[src/rtl/forward_unit.sv]
// forward_unit
//   Data-forwarding unit for a 5-stage pipeline. Tracks destination-register
//   tags of the instructions in EX/MEM and MEM/WB (shadow of the datapath
//   latches) and produces the EX-stage ALU operand selects plus the load-use
//   stall request.
//
//   Optional feature macro: FWD_PERF_COUNTERS_EN
//     defined     -> fwd_count / stall_count are saturating event counters
//     not defined -> both ports tied to 0, no counter flops
//
// Ports
//   CLK, RST                 clock (rising edge), synchronous active-high reset
//   en                       pipeline advance, same enable as the datapath latches
//   bubble                   with en: EX instruction not promoted, MEM tag invalid
//   ex_valid/ex_regwrite/
//   ex_memtoreg/ex_wsel      EX instruction attributes and destination
//   ex_rs, ex_rt             EX sources for operand A / B
//   id_rs, id_rt             decode sources for load-use detection
//   forwarda, forwardb       00 = register file, 01 = EX/MEM, 10 = MEM/WB
//   load_use_stall           stall IF/ID and insert a bubble
//   fwd_count, stall_count   performance counters (feature-gated)

module forward_unit #(
  parameter int REG_W = 5,
  parameter int CNT_W = 32
) (
  input  logic             CLK,
  input  logic             RST,
  input  logic             en,
  input  logic             bubble,
  input  logic             ex_valid,
  input  logic             ex_regwrite,
  input  logic             ex_memtoreg,
  input  logic [REG_W-1:0] ex_wsel,
  input  logic [REG_W-1:0] ex_rs,
  input  logic [REG_W-1:0] ex_rt,
  input  logic [REG_W-1:0] id_rs,
  input  logic [REG_W-1:0] id_rt,
  output logic [1:0]       forwarda,
  output logic [1:0]       forwardb,
  output logic             load_use_stall,
  output logic [CNT_W-1:0] fwd_count,
  output logic [CNT_W-1:0] stall_count
);

  logic             mv, mrw, wv, wrw;
  logic [REG_W-1:0] mwsel, wwsel;

  // Shadow tag pipeline; the MEM field values are irrelevant when mv=0,
  // so they are loaded unconditionally and only mv honours bubble.
  always_ff @(posedge CLK) begin
    if (RST) begin
      mv    <= 1'b0;
      mrw   <= 1'b0;
      mwsel <= '0;
      wv    <= 1'b0;
      wrw   <= 1'b0;
      wwsel <= '0;
    end else if (en) begin
      wv    <= mv;
      wrw   <= mrw;
      wwsel <= mwsel;
      mv    <= ex_valid & ~bubble;
      mrw   <= ex_regwrite;
      mwsel <= ex_wsel;
    end
  end

  logic mem_prod, wb_prod;
  assign mem_prod = mv & mrw & (mwsel != '0);
  assign wb_prod  = wv & wrw & (wwsel != '0);

  // Youngest producer (EX/MEM) wins over MEM/WB.
  always_comb begin
    forwarda = 2'b00;
    if (mem_prod && (mwsel == ex_rs))     forwarda = 2'b01;
    else if (wb_prod && (wwsel == ex_rs)) forwarda = 2'b10;
  end

  always_comb begin
    forwardb = 2'b00;
    if (mem_prod && (mwsel == ex_rt))     forwardb = 2'b01;
    else if (wb_prod && (wwsel == ex_rt)) forwardb = 2'b10;
  end

  // Masked during reset so the request reads 0 regardless of EX inputs.
  assign load_use_stall = ~RST & ex_valid & ex_regwrite & ex_memtoreg
                        & (ex_wsel != '0)
                        & ((ex_wsel == id_rs) | (ex_wsel == id_rt));

`ifdef FWD_PERF_COUNTERS_EN
  logic any_fwd;
  assign any_fwd = (forwarda != 2'b00) | (forwardb != 2'b00);

  always_ff @(posedge CLK) begin
    if (RST) begin
      fwd_count   <= '0;
      stall_count <= '0;
    end else begin
      if (en && any_fwd && (fwd_count != '1))
        fwd_count <= fwd_count + 1'b1;
      if (load_use_stall && (stall_count != '1))
        stall_count <= stall_count + 1'b1;
    end
  end
`else
  assign fwd_count   = '0;
  assign stall_count = '0;
`endif

endmodule

[config.mk]
export PLATFORM = sky130hd
export DESIGN_NAME = forward_unit
export DESIGN_NICKNAME = d
export VERILOG_FILES = /design/src/rtl/forward_unit.sv
export SDC_FILE = /design/constraint.sdc
export NUM_CORES = 1
export LEC_CHECK = 0
export CORE_UTILIZATION = 37
export CTS_CLUSTER_DIAMETER = 100
export CTS_CLUSTER_SIZE = 8
export DETAILED_ROUTE_END_ITERATION = 8
export HOLD_SLACK_MARGIN = 0.08
export PLACE_DENSITY = 0.95
export SKIP_LAST_GASP = 1
export SLEW_MARGIN = 20
export SYNTH_ARGS = -nofsm -noshare
export SYNTH_HDL_FRONTEND = slang
export SYNTH_SLANG_ARGS = --single-unit
[constraint.sdc]
create_clock -name CLK -period 3.3 [get_ports CLK]
set_input_delay 0.66 -clock CLK [delete_from_list [all_inputs] [get_ports CLK]]
set_output_delay 0.66 -clock CLK [all_outputs]
set_load 0.03 [all_outputs]
==> flow_summary.toml, run 1 <==
[hold_path]
hp-class = "reg -> reg"
whs_endpoint = "mv"
hold_depth = 2
hp-start = "mv"

[synthesis]
syn_area_sq_um = 1383
synth_edf_count = 0
synth_top_area_cell = "buf_4"
synthCells = 162
async_flop_share = 0
synth_fa_ha_area_frac = 0
ys_ff_latch = 14
synth_xor_xnor_area_share = 0.1900
synthMuxAreaShare = 0.09412
synth-simple-area-share = 0.1294
ys_top_cells_by_area = "buf_4, dfxtp_1, xor2_1"
synth_ff_type = "dfxtp_1"
synth_compound_area_frac = 0.02443
avgSynthCellArea_sq_um = 8.534
seq_area_frac_synth = 0.2027
synth_cell_types = 21
yosys_warnings = 0
synth_top_family_by_area = "buffers and inverters"
synth_top_area_share = 0.3475

[placed_design]
gp_congestion = 0.8329
port_buffers = 36
place_ws_ns = 0.2064
place_hpwl_mm = 2.103
dp_cells = 241

[clock_network]
root_buffer = "clkbuf_8"
cts_buffer_depth = 2
cts_resized = 0
cts_sinks = 14
htree_levels = 1
cts_tree = "done"
clk_pin_slew_ns = 0.05
clock_latency_ns = 0.24
cts_hold_buf = 0
post_cts_buffers = 0
numCtsBuffers = 3

[finish]
regArea_sq_um = 280.3
fillerInstances = 365
fin_cells = 244
area_growth_pct = 14.84
multi_input_area_sq_um = 845.8
antenna_cells = 0
nets = 232
final_util = 0.4578
drive_above_1_share = 0.04545

[sta]
fin_crit_sh = 0.9390
timing.final.ws_setup_ns = 0.2012
tns_ns = 0
finalCriticalPeriod_ns = 3.099
finalClockSkew_ns = 0.0003916
final-setup-viol-count = 0
max_clock_freq_mhz = 322.7
tightest_slew_ns = 0.7966
slew_viol_final = 0
rsz0062_at_grt = "no"
maxSlewHeadroom = 0.4673
hold_viol_final = 0

[setup_path]
critical_path_class = "in -> out"
reg2reg_to = "wwsel[3]"
path_max_fanout = 2
critical-path-max-stage-delay_ns = 0.75
worstSetupStartpointType = "input pin"
cp_common_cell = "clkdlybuf4s50_1"
worstPathArrival_ns = 2.44
cp_slowest_cell = "clkdlybuf4s50_1"
r2r_slack_ns = 2.54
timing.rr.start = "mwsel[3]"
crit_chain = "clkdlybuf4s50_1 -> xnor2_1 -> nand3_1 -> nor4_1 -> clkdlybuf4s50_1"
cp.required_ns = 2.64
ff2ff_path_depth = 2
end_kind = "output port"

[global_route]
grt_pass1_vias = 902
grt_max_degree = 16
grt_pass1_wl_mm = 3.870
antenna_found_initial = 0
grt_overflow = 0
grtUsageTotal = 0.1214

[route]
dr.pass1.iters = 4
drcViolationCount = 0
wl_mm = 2.416
first_iter_violations = 9
final_antenna_net_count = 0
num_vias = 973
wl_per_cell_um = 9.902
vias_per_cell = 3.988

[pwr]
power.leakage_nw = 0.7394
powerDensity_nw_per_um2 = 328.8
vdd_ir_drop_max_v = 0.0001879

[die]
fp.dieW_um = 63.13
dieArea_sq_um = 3985
core_sq_um = 3468
placementRows = 21
io-pin-count = 101
start_util = 0.3986
die_h_um = 63.13

[run]
drv_cap = 0

[status]
status = "complete, no violations"
-- state kept, by name, summed over array words and instances (netlist names) --
signal  count
mwsel       5
mrw         1
wwsel       5
mv          1
wv          1
wrw         1
-- power breakdown --
part | total, mW | leakage (nW) | switching (mW) | internal (mW)
Sequential | 0.188 | 0.115 | 0.0113 | 0.177
Combinational | 0.198 | 0.603 | 0.134 | 0.0634
Clock | 0.136 | 0.0216 | 0.0557 | 0.0807
-- cell usage in the layout, fill, tap and decap left out, drive strengths merged --
master         Yosys  layout
a21oi              1       1
a221oi             1       1
buf               65       3
clkbuf             2       3
clkdlybuf4s50      0      34
conb               1      64
dfxtp             14      14
mux2i             13      13
nand2b             1       1
nand3              5       5
nand3b             1       1
nand4b             1       1
nor2              14      14
nor3               5       5
nor4               3       3
o211ai             2       2
or4                3       3
xnor2             12      12
xor2              18      18
-- worst max-delay path: cells and delay by family --
family	cells	cell delay, ns
XOR/XNOR	1	0.14
AND/OR/NAND/NOR	2	0.37
buffers and inverters	2	1.27
-- layer usage --
metal	wire length, um	GRT usage	vias to the layer above
li1	-	-	474
met1	932	0.1235	436
met2	1278	0.2352	60
met3	175	0.02899	3
met4	29	0.04360	0
met5	0	0	-
-- cells in the mapped netlist (all sizes together), types with 2 or more instances --
cell type / instances
nor3: 5
nor2: 14
o211ai: 2
buf: 65
nor4: 3
xor2: 18
clkbuf: 2
dfxtp: 14
nand3: 5
or4: 3
xnor2: 12
mux2i: 13
-- stage by stage --
stage	power [mW]	cell area (sq um)	hold WS [ns]
2_1_floorplan	0.3911	1619	0.4606
5_1_grt	0.5485	1588	0.5452
4_1_cts	0.5269	1588	0.5057
3_3_place_gp	0.3853	1546	0.4821
6_report	0.5221	1588	0.4999
3_5_place_dp	0.3883	1546	0.4946
-- cell families after synthesis --
family | after synthesis
buffers and inverters | 67
AOI/OAI and AO/OA | 4
DFF | 14
xor gates and xnor gates | 30
other | 1
and+or+nand+nor | 33
muxes | 13
-- how the worst max path moves through the flow --
stage	start	end	slack (ns)	cells after the start
after CTS	ex_rt[0]	forwardb[0]	0.20	5
after global placement	ex_rt[0]	forwardb[0]	0.25	5
after detailed placement	ex_rt[0]	forwardb[0]	0.21	5
after global routing	ex_rt[3]	forwardb[1]	0.10	6
after floorplan	ex_rt[2]	forwardb[1]	0.36	3
final	ex_rt[0]	forwardb[0]	0.20	5
-- cell type report --
class / instances / area share
Clock buffer: 3 / 0.02600
Tap cell: 46 / 0.03625
Timing Repair Buffer: 37 / 0.2285
Multi-Input combinational cell: 144 / 0.5327
Sequential cell: 14 / 0.1765
No activity file was read; power rests on OpenSTA's default activity.
==> inputs of run 2 (changes only) <==
--- a/config.mk
+++ b/config.mk
@@ -5,7 +5,8 @@
 export SDC_FILE = /design/constraint.sdc
 export NUM_CORES = 1
 export LEC_CHECK = 0
-export CORE_UTILIZATION = 37
+export ABC_AREA = 1
+export CORE_UTILIZATION = 39
 export CTS_CLUSTER_DIAMETER = 100
 export CTS_CLUSTER_SIZE = 8
 export DETAILED_ROUTE_END_ITERATION = 8
==> run 2 against run 1 <==
Effect of this change:
- count of clock-buffer cells in the layout up 1
- clock skew hardly changed
- highest routed layer unchanged
- via count is 46% higher
- largest power group unchanged
- power is 11% higher
- critical path type unchanged
- design area up 9.5%
- critical path depth up 3
==> flow_summary.toml, run 2 <==
[status]
status = "complete, no violations"

[die]
io-pin-count = 101
placementRows = 22
fp.dieW_um = 64.49
dieArea_sq_um = 4158
core_sq_um = 3716
start_util = 0.4098
die_h_um = 64.49

[sta]
hold_viol_final = 0
finalCriticalPeriod_ns = 3.055
rsz0062_at_grt = "no"
tns_ns = 0
final-setup-viol-count = 0
slew_viol_final = 0
fin_crit_sh = 0.9259
finalClockSkew_ns = 0.0003896
maxSlewHeadroom = 0.4991
max_clock_freq_mhz = 327.3
tightest_slew_ns = 0.7491

[synthesis]
synth_edf_count = 0
synthTopCellsByCount = "buf_4, nand2_1, nor2_1"
avgSynthCellArea_sq_um = 5.971
yosys_warnings = 0
synth_top_area_cell = "buf_4"
synth_top_area_share = 0.3155
yosysMostFrequentCell = "buf_4"
syn_area_sq_um = 1523
synth_cell_types = 16
synthCells = 255
async_flop_share = 0
synth_ff_type = "dfxtp_1"
ys_top_cells_by_area = "buf_4, dfxtp_1, nand2_1"
seq_area_frac_synth = 0.1841
ys_ff_latch = 14

[clock_network]
root_buffer = "clkbuf_8"
cts_sinks = 14
post_cts_buffers = 0
cts_resized = 0
clk_pin_slew_ns = 0.06
cts_tree = "done"
numCtsBuffers = 3
clock_latency_ns = 0.25
cts_hold_buf = 0
htree_levels = 1
cts_buffer_depth = 2

[route]
wl_mm = 2.962
wl_met3_um = 208
wl_per_cell_um = 8.737
wl_met2_mm = 1.460
drcViolationCount = 0
num_vias = 1421
final_antenna_net_count = 0
highest_layer = "met4"
first_iter_violations = 74
dr.pass1.iters = 4
met1_length_mm = 1.249
vias_per_cell = 4.192

[placed_design]
gp_congestion = 0.8195
dp_cells = 335
port_buffers = 36
place_hpwl_mm = 2.555
place_area_sq_um = 1684

[setup_path]
cp.required_ns = 2.64
cp_slowest_cell = "clkdlybuf4s50_1"
worstPathArrival_ns = 2.40
critical_path_class = "in -> out"
end_kind = "output port"
crit_chain = "clkdlybuf4s50_1 -> inv_2 -> nand2_1 -> nand2_1 -> nor2_1 -> nand3_1 -> a21oi_1 -> clkdlybuf4s50_1"
cp.buffers_inverters = 3
critical_path.top_delay_family = "buffers and inverters"
worstSetupStartpointType = "input pin"
path_max_fanout = 4
critical-path-max-stage-delay_ns = 0.68

[global_route]
grt_overflow = 0
grtUsageTotal = 0.1416
grt_max_degree = 24
antenna_found_initial = 0
grt_pass1_wl_mm = 4.650
grt_pass1_vias = 1168

[finish]
nets = 324
area_growth_pct = 14.22
fin_cells = 339
final_cell_mix = "conb_1, nand2_1, clkdlybuf4s50_1, nor2_1, inv_1"
drive_above_1_share = 0.04811
fin_area_sq_um = 1739
final_common_cell = "conb_1"
antenna_cells = 0
final_util = 0.4680
reg_top3 = "mwsel: 5 flops, wwsel: 5 flops"

[pwr]
powerDensity_nw_per_um2 = 332.8
power.leakage_nw = 0.9330
vdd_ir_drop_max_v = 0.0001369
p_total_uw = 578.7

[hold_path]
hp-class = "reg -> reg"

[run]
drv_cap = 0
run 2: cell types whose count changed after synthesis, sizes merged, moves of 3 or more:
cell,delta
o21ai,+16
mux2i,-13
xor2,-16
nand2,+61
nor2,+16
nor4,-3
xnor2,-6
inv,+33
a21oi,+11
or4,-3
nor3,-4
nand3,+5
run 2: cells by family after synthesis:
kind of cell    synth area share
compound gates           0.09203
buf+inv                   0.4067
flops                     0.1841
xor+xnor                 0.04602
other cells             0.002463
simple gates              0.2687
run 2: tightest hold or removal path: stages (launching register included):
cell and delay, ns:
dfxtp_1 0.33, o21ai_1 0.06, nor2_1 0.07
run 2: metal layers:
metal / vias to the layer above / GRT usage
met4: 0 / 0.05833
li1: 729 / -
met1: 612 / 0.1557
met3: 5 / 0.02817
met5: - / 0
met2: 75 / 0.2618
run 2: metrics by stage:
| step | hold WS, ns | setup WS [ns] |
|---|---|---|
| 2_1_floorplan | 0.4526 | 0.9912 |
| 3_3_place_gp | 0.4693 | 0.2811 |
| 3_5_place_dp | 0.4776 | 0.2512 |
| 4_1_cts | 0.4919 | 0.2382 |
| 5_1_grt | 0.5186 | 0.1023 |
| 6_report | 0.4895 | 0.2446 |
run 2: path summary, 6_finish.rpt:
| kind | start | end | slack [ns] | cells after the start |
|---|---|---|---|---|
| max reg2reg | mwsel[1] | mwsel[1] | 2.57 | 2 |
| max | ex_wsel[1] | load_use_stall | 0.24 | 8 |
| min | wrw | wrw | 0.49 | 2 |
| min reg2reg | wrw | wrw | 0.49 | 2 |
run 2: final cells by class:
| cell class | count | area [sq um] |
|---|---|---|
| fillers | 402 | 1977 |
| multi-input cells | 204 | 859.6 |
| repair buffers | 36 | 360.3 |
| flip-flops and latches | 14 | 280.3 |
| inverters | 33 | 123.9 |
| well taps | 48 | 60.06 |
| clock buffers | 4 | 55.05 |
run 2: report_power, final:
group / internal (mW) / switching [mW]
Clock: 0.106 / 0.0587
Sequential: 0.180 / 0.0130
Combinational: 0.0646 / 0.156
Total: 0.351 / 0.228
==> inputs of run 3 (changes only) <==
--- a/config.mk
+++ b/config.mk
@@ -12,8 +12,10 @@
 export DETAILED_ROUTE_END_ITERATION = 8
 export HOLD_SLACK_MARGIN = 0.08
 export PLACE_DENSITY = 0.95
+export SETUP_SLACK_MARGIN = 0.2
 export SKIP_LAST_GASP = 1
 export SLEW_MARGIN = 20
 export SYNTH_ARGS = -nofsm -noshare
 export SYNTH_HDL_FRONTEND = slang
 export SYNTH_SLANG_ARGS = --single-unit
+export TNS_END_PERCENT = 10
==> run 3 against run 2 <==
Effect of this change:
- register-to-register slack barely moved
- clock skew did not move
- fmax up 0.53%
- wire length up 0.54%
- via count increased by 0.28%
- combinational power hardly changed
- sequential share of layout area about the same
- non-clock buffer count is the same
- design area is 0.14% higher
- clock power is essentially flat
- utilization is 0.067 points higher
- critical path type unchanged
- count of clock-buffer cells in the layout did not move
==> flow_summary.toml, run 3 (synthesized netlist as in run 2, its figures left out) <==
[global_route]
grt_overflow = 0
grt_pass1_vias = 1168
grtUsageTotal = 0.1416
antenna_found_initial = 0
grt_max_degree = 24
grt_pass1_wl_mm = 4.650

[setup_path]
cp.required_ns = 2.64
critical_path_class = "in -> out"
worstPathArrival_ns = 2.38
cp.depth = 8
worstSetupEndpoint = "forwarda[0]"
worstSetupStartpoint = "ex_rs[2]"
crit_chain = "clkdlybuf4s50_1 -> inv_1 -> nand2_1 -> nand2_1 -> nor2_1 -> nand3_1 -> nor2_1 -> clkdlybuf4s50_1"
cp.buffers_inverters = 3
end_kind = "output port"
timing.rr.start = "mwsel[1]"
critical_path.top_delay_family = "buffers and inverters"
critical-path-max-stage-delay_ns = 0.69
worstSetupStartpointType = "input pin"
cp_slowest_cell = "clkdlybuf4s50_1"
ff2ff_path_depth = 2
path_max_fanout = 3
reg2reg_to = "mwsel[1]"
r2r_slack_ns = 2.57

[die]
io-pin-count = 101
die_h_um = 64.49
fp.dieW_um = 64.49
core_sq_um = 3716
dieArea_sq_um = 4158
start_util = 0.4098
placementRows = 22

[status]
status = "complete, no violations"

[clock_network]
htree_levels = 1
cts_hold_buf = 0
clock_latency_ns = 0.25
root_buffer = "clkbuf_8"
numCtsBuffers = 3
clk_pin_slew_ns = 0.06
cts_tree = "done"
cts_buffer_depth = 2
cts_sinks = 14
post_cts_buffers = 0

[route]
first_iter_violations = 72
dr.pass1.iters = 4
final_antenna_net_count = 0
wl_mm = 2.978
num_vias = 1425
drcViolationCount = 0
wl_per_cell_um = 8.785
vias_per_cell = 4.204

[sta]
finalClockSkew_ns = 0.0003896
tns_ns = 0
max_clock_freq_mhz = 329.0
rsz0062_at_grt = "yes"
final-setup-viol-count = 0
slew_viol_final = 0
finalCriticalPeriod_ns = 3.039
fin_crit_sh = 0.9210
hold_viol_final = 0
tightest_slew_ns = 0.7493
maxSlewHeadroom = 0.4989

[finish]
nets = 324
final_util = 0.4687
reg_top3 = "mwsel: 5 flops, wwsel: 5 flops"
fillerInstances = 403
antenna_cells = 0
final_cell_mix = "conb_1, nand2_1, clkdlybuf4s50_1, nor2_1, inv_1"
final_common_cell = "conb_1"
drive_above_1_share = 0.04811
area_growth_pct = 14.38

[placed_design]
port_buffers = 36
gp_congestion = 0.8195
place_hpwl_mm = 2.555

[pwr]
power.leakage_nw = 0.9517
vdd_ir_drop_max_v = 0.0001369
powerDensity_nw_per_um2 = 332.4

[hold_path]
hp-class = "reg -> reg"

[run]
drv_cap = 0
## run 3: cell count changes in the layout (fill, tap and decap cells not counted), sizes merged
cell	previous run	this run
clkdlybuf4s50	36	35
dlymetal6s2s	0	1
## run 3: layer usage
| metal | routed length [um] | vias up | global-route usage |
|---|---|---|---|
| li1 | - | 729 | - |
| met2 | 1482 | 75 | 0.2618 |
| met5 | 0 | - | 0 |
| met3 | 205 | 5 | 0.02817 |
| met1 | 1247 | 616 | 0.1557 |
| met4 | 43 | 0 | 0.05833 |
## run 3: repair_timing
item | CTS | global route
endpoints found under the hold margin | 0 | 0
setup endpoints to repair | 0 | 4
resized for setup | 0 | 1
## run 3: layout make-up
cell class              instances  area (sq um)  share of cell area
inverters                      33         123.9             0.07112
clock buffers                   4         55.05             0.03161
flip-flops and latches         14         280.3              0.1609
well taps                      48         60.06             0.03448
multi-input cells             204         859.6              0.4935
repair buffers                 36         362.8              0.2083
## run 3: power by group
group / switching, mW / total [mW] / internal (mW) / leakage [nW]
registers: 0.0130 / 0.193 / 0.180 / 0.116
clock network: 0.0587 / 0.164 / 0.106 / 0.0288
logic: 0.157 / 0.221 / 0.0646 / 0.807
total: 0.228 / 0.579 / 0.351 / 0.952
## run 3: worst min-delay path, stage by stage, from the launching register on
cell and delay (ns):
dfxtp_1 0.33, o21ai_1 0.06, nor2_1 0.07
## run 3: how the worst min path moves through the flow
stage          depth (start not counted)  from  endpoint
2_1_floorplan                          2   wrw       wrw
3_3_place_gp                           2    wv        wv
3_5_place_dp                           2   wrw       wrw
4_1_cts                                2   wrw       wrw
5_1_grt                                2   wrw       wrw
6_report                               2   wrw       wrw
## run 3: through the flow
| stage | cell area, sq um | power [mW] | instances | setup WS [ns] | hold slack (ns) |
|---|---|---|---|---|---|
| after floorplan | 1759 | 0.4139 | 318 | 0.9912 | 0.4526 |
| after global placement | 1684 | 0.4110 | 335 | 0.2811 | 0.4693 |
| after detailed placement | 1684 | 0.4164 | 335 | 0.2512 | 0.4776 |
| after CTS | 1739 | 0.5828 | 339 | 0.2382 | 0.4919 |
| after global routing | 1742 | 0.6114 | 339 | 0.1352 | 0.5186 |
| final | 1742 | 0.5789 | 339 | 0.2608 | 0.4895 |
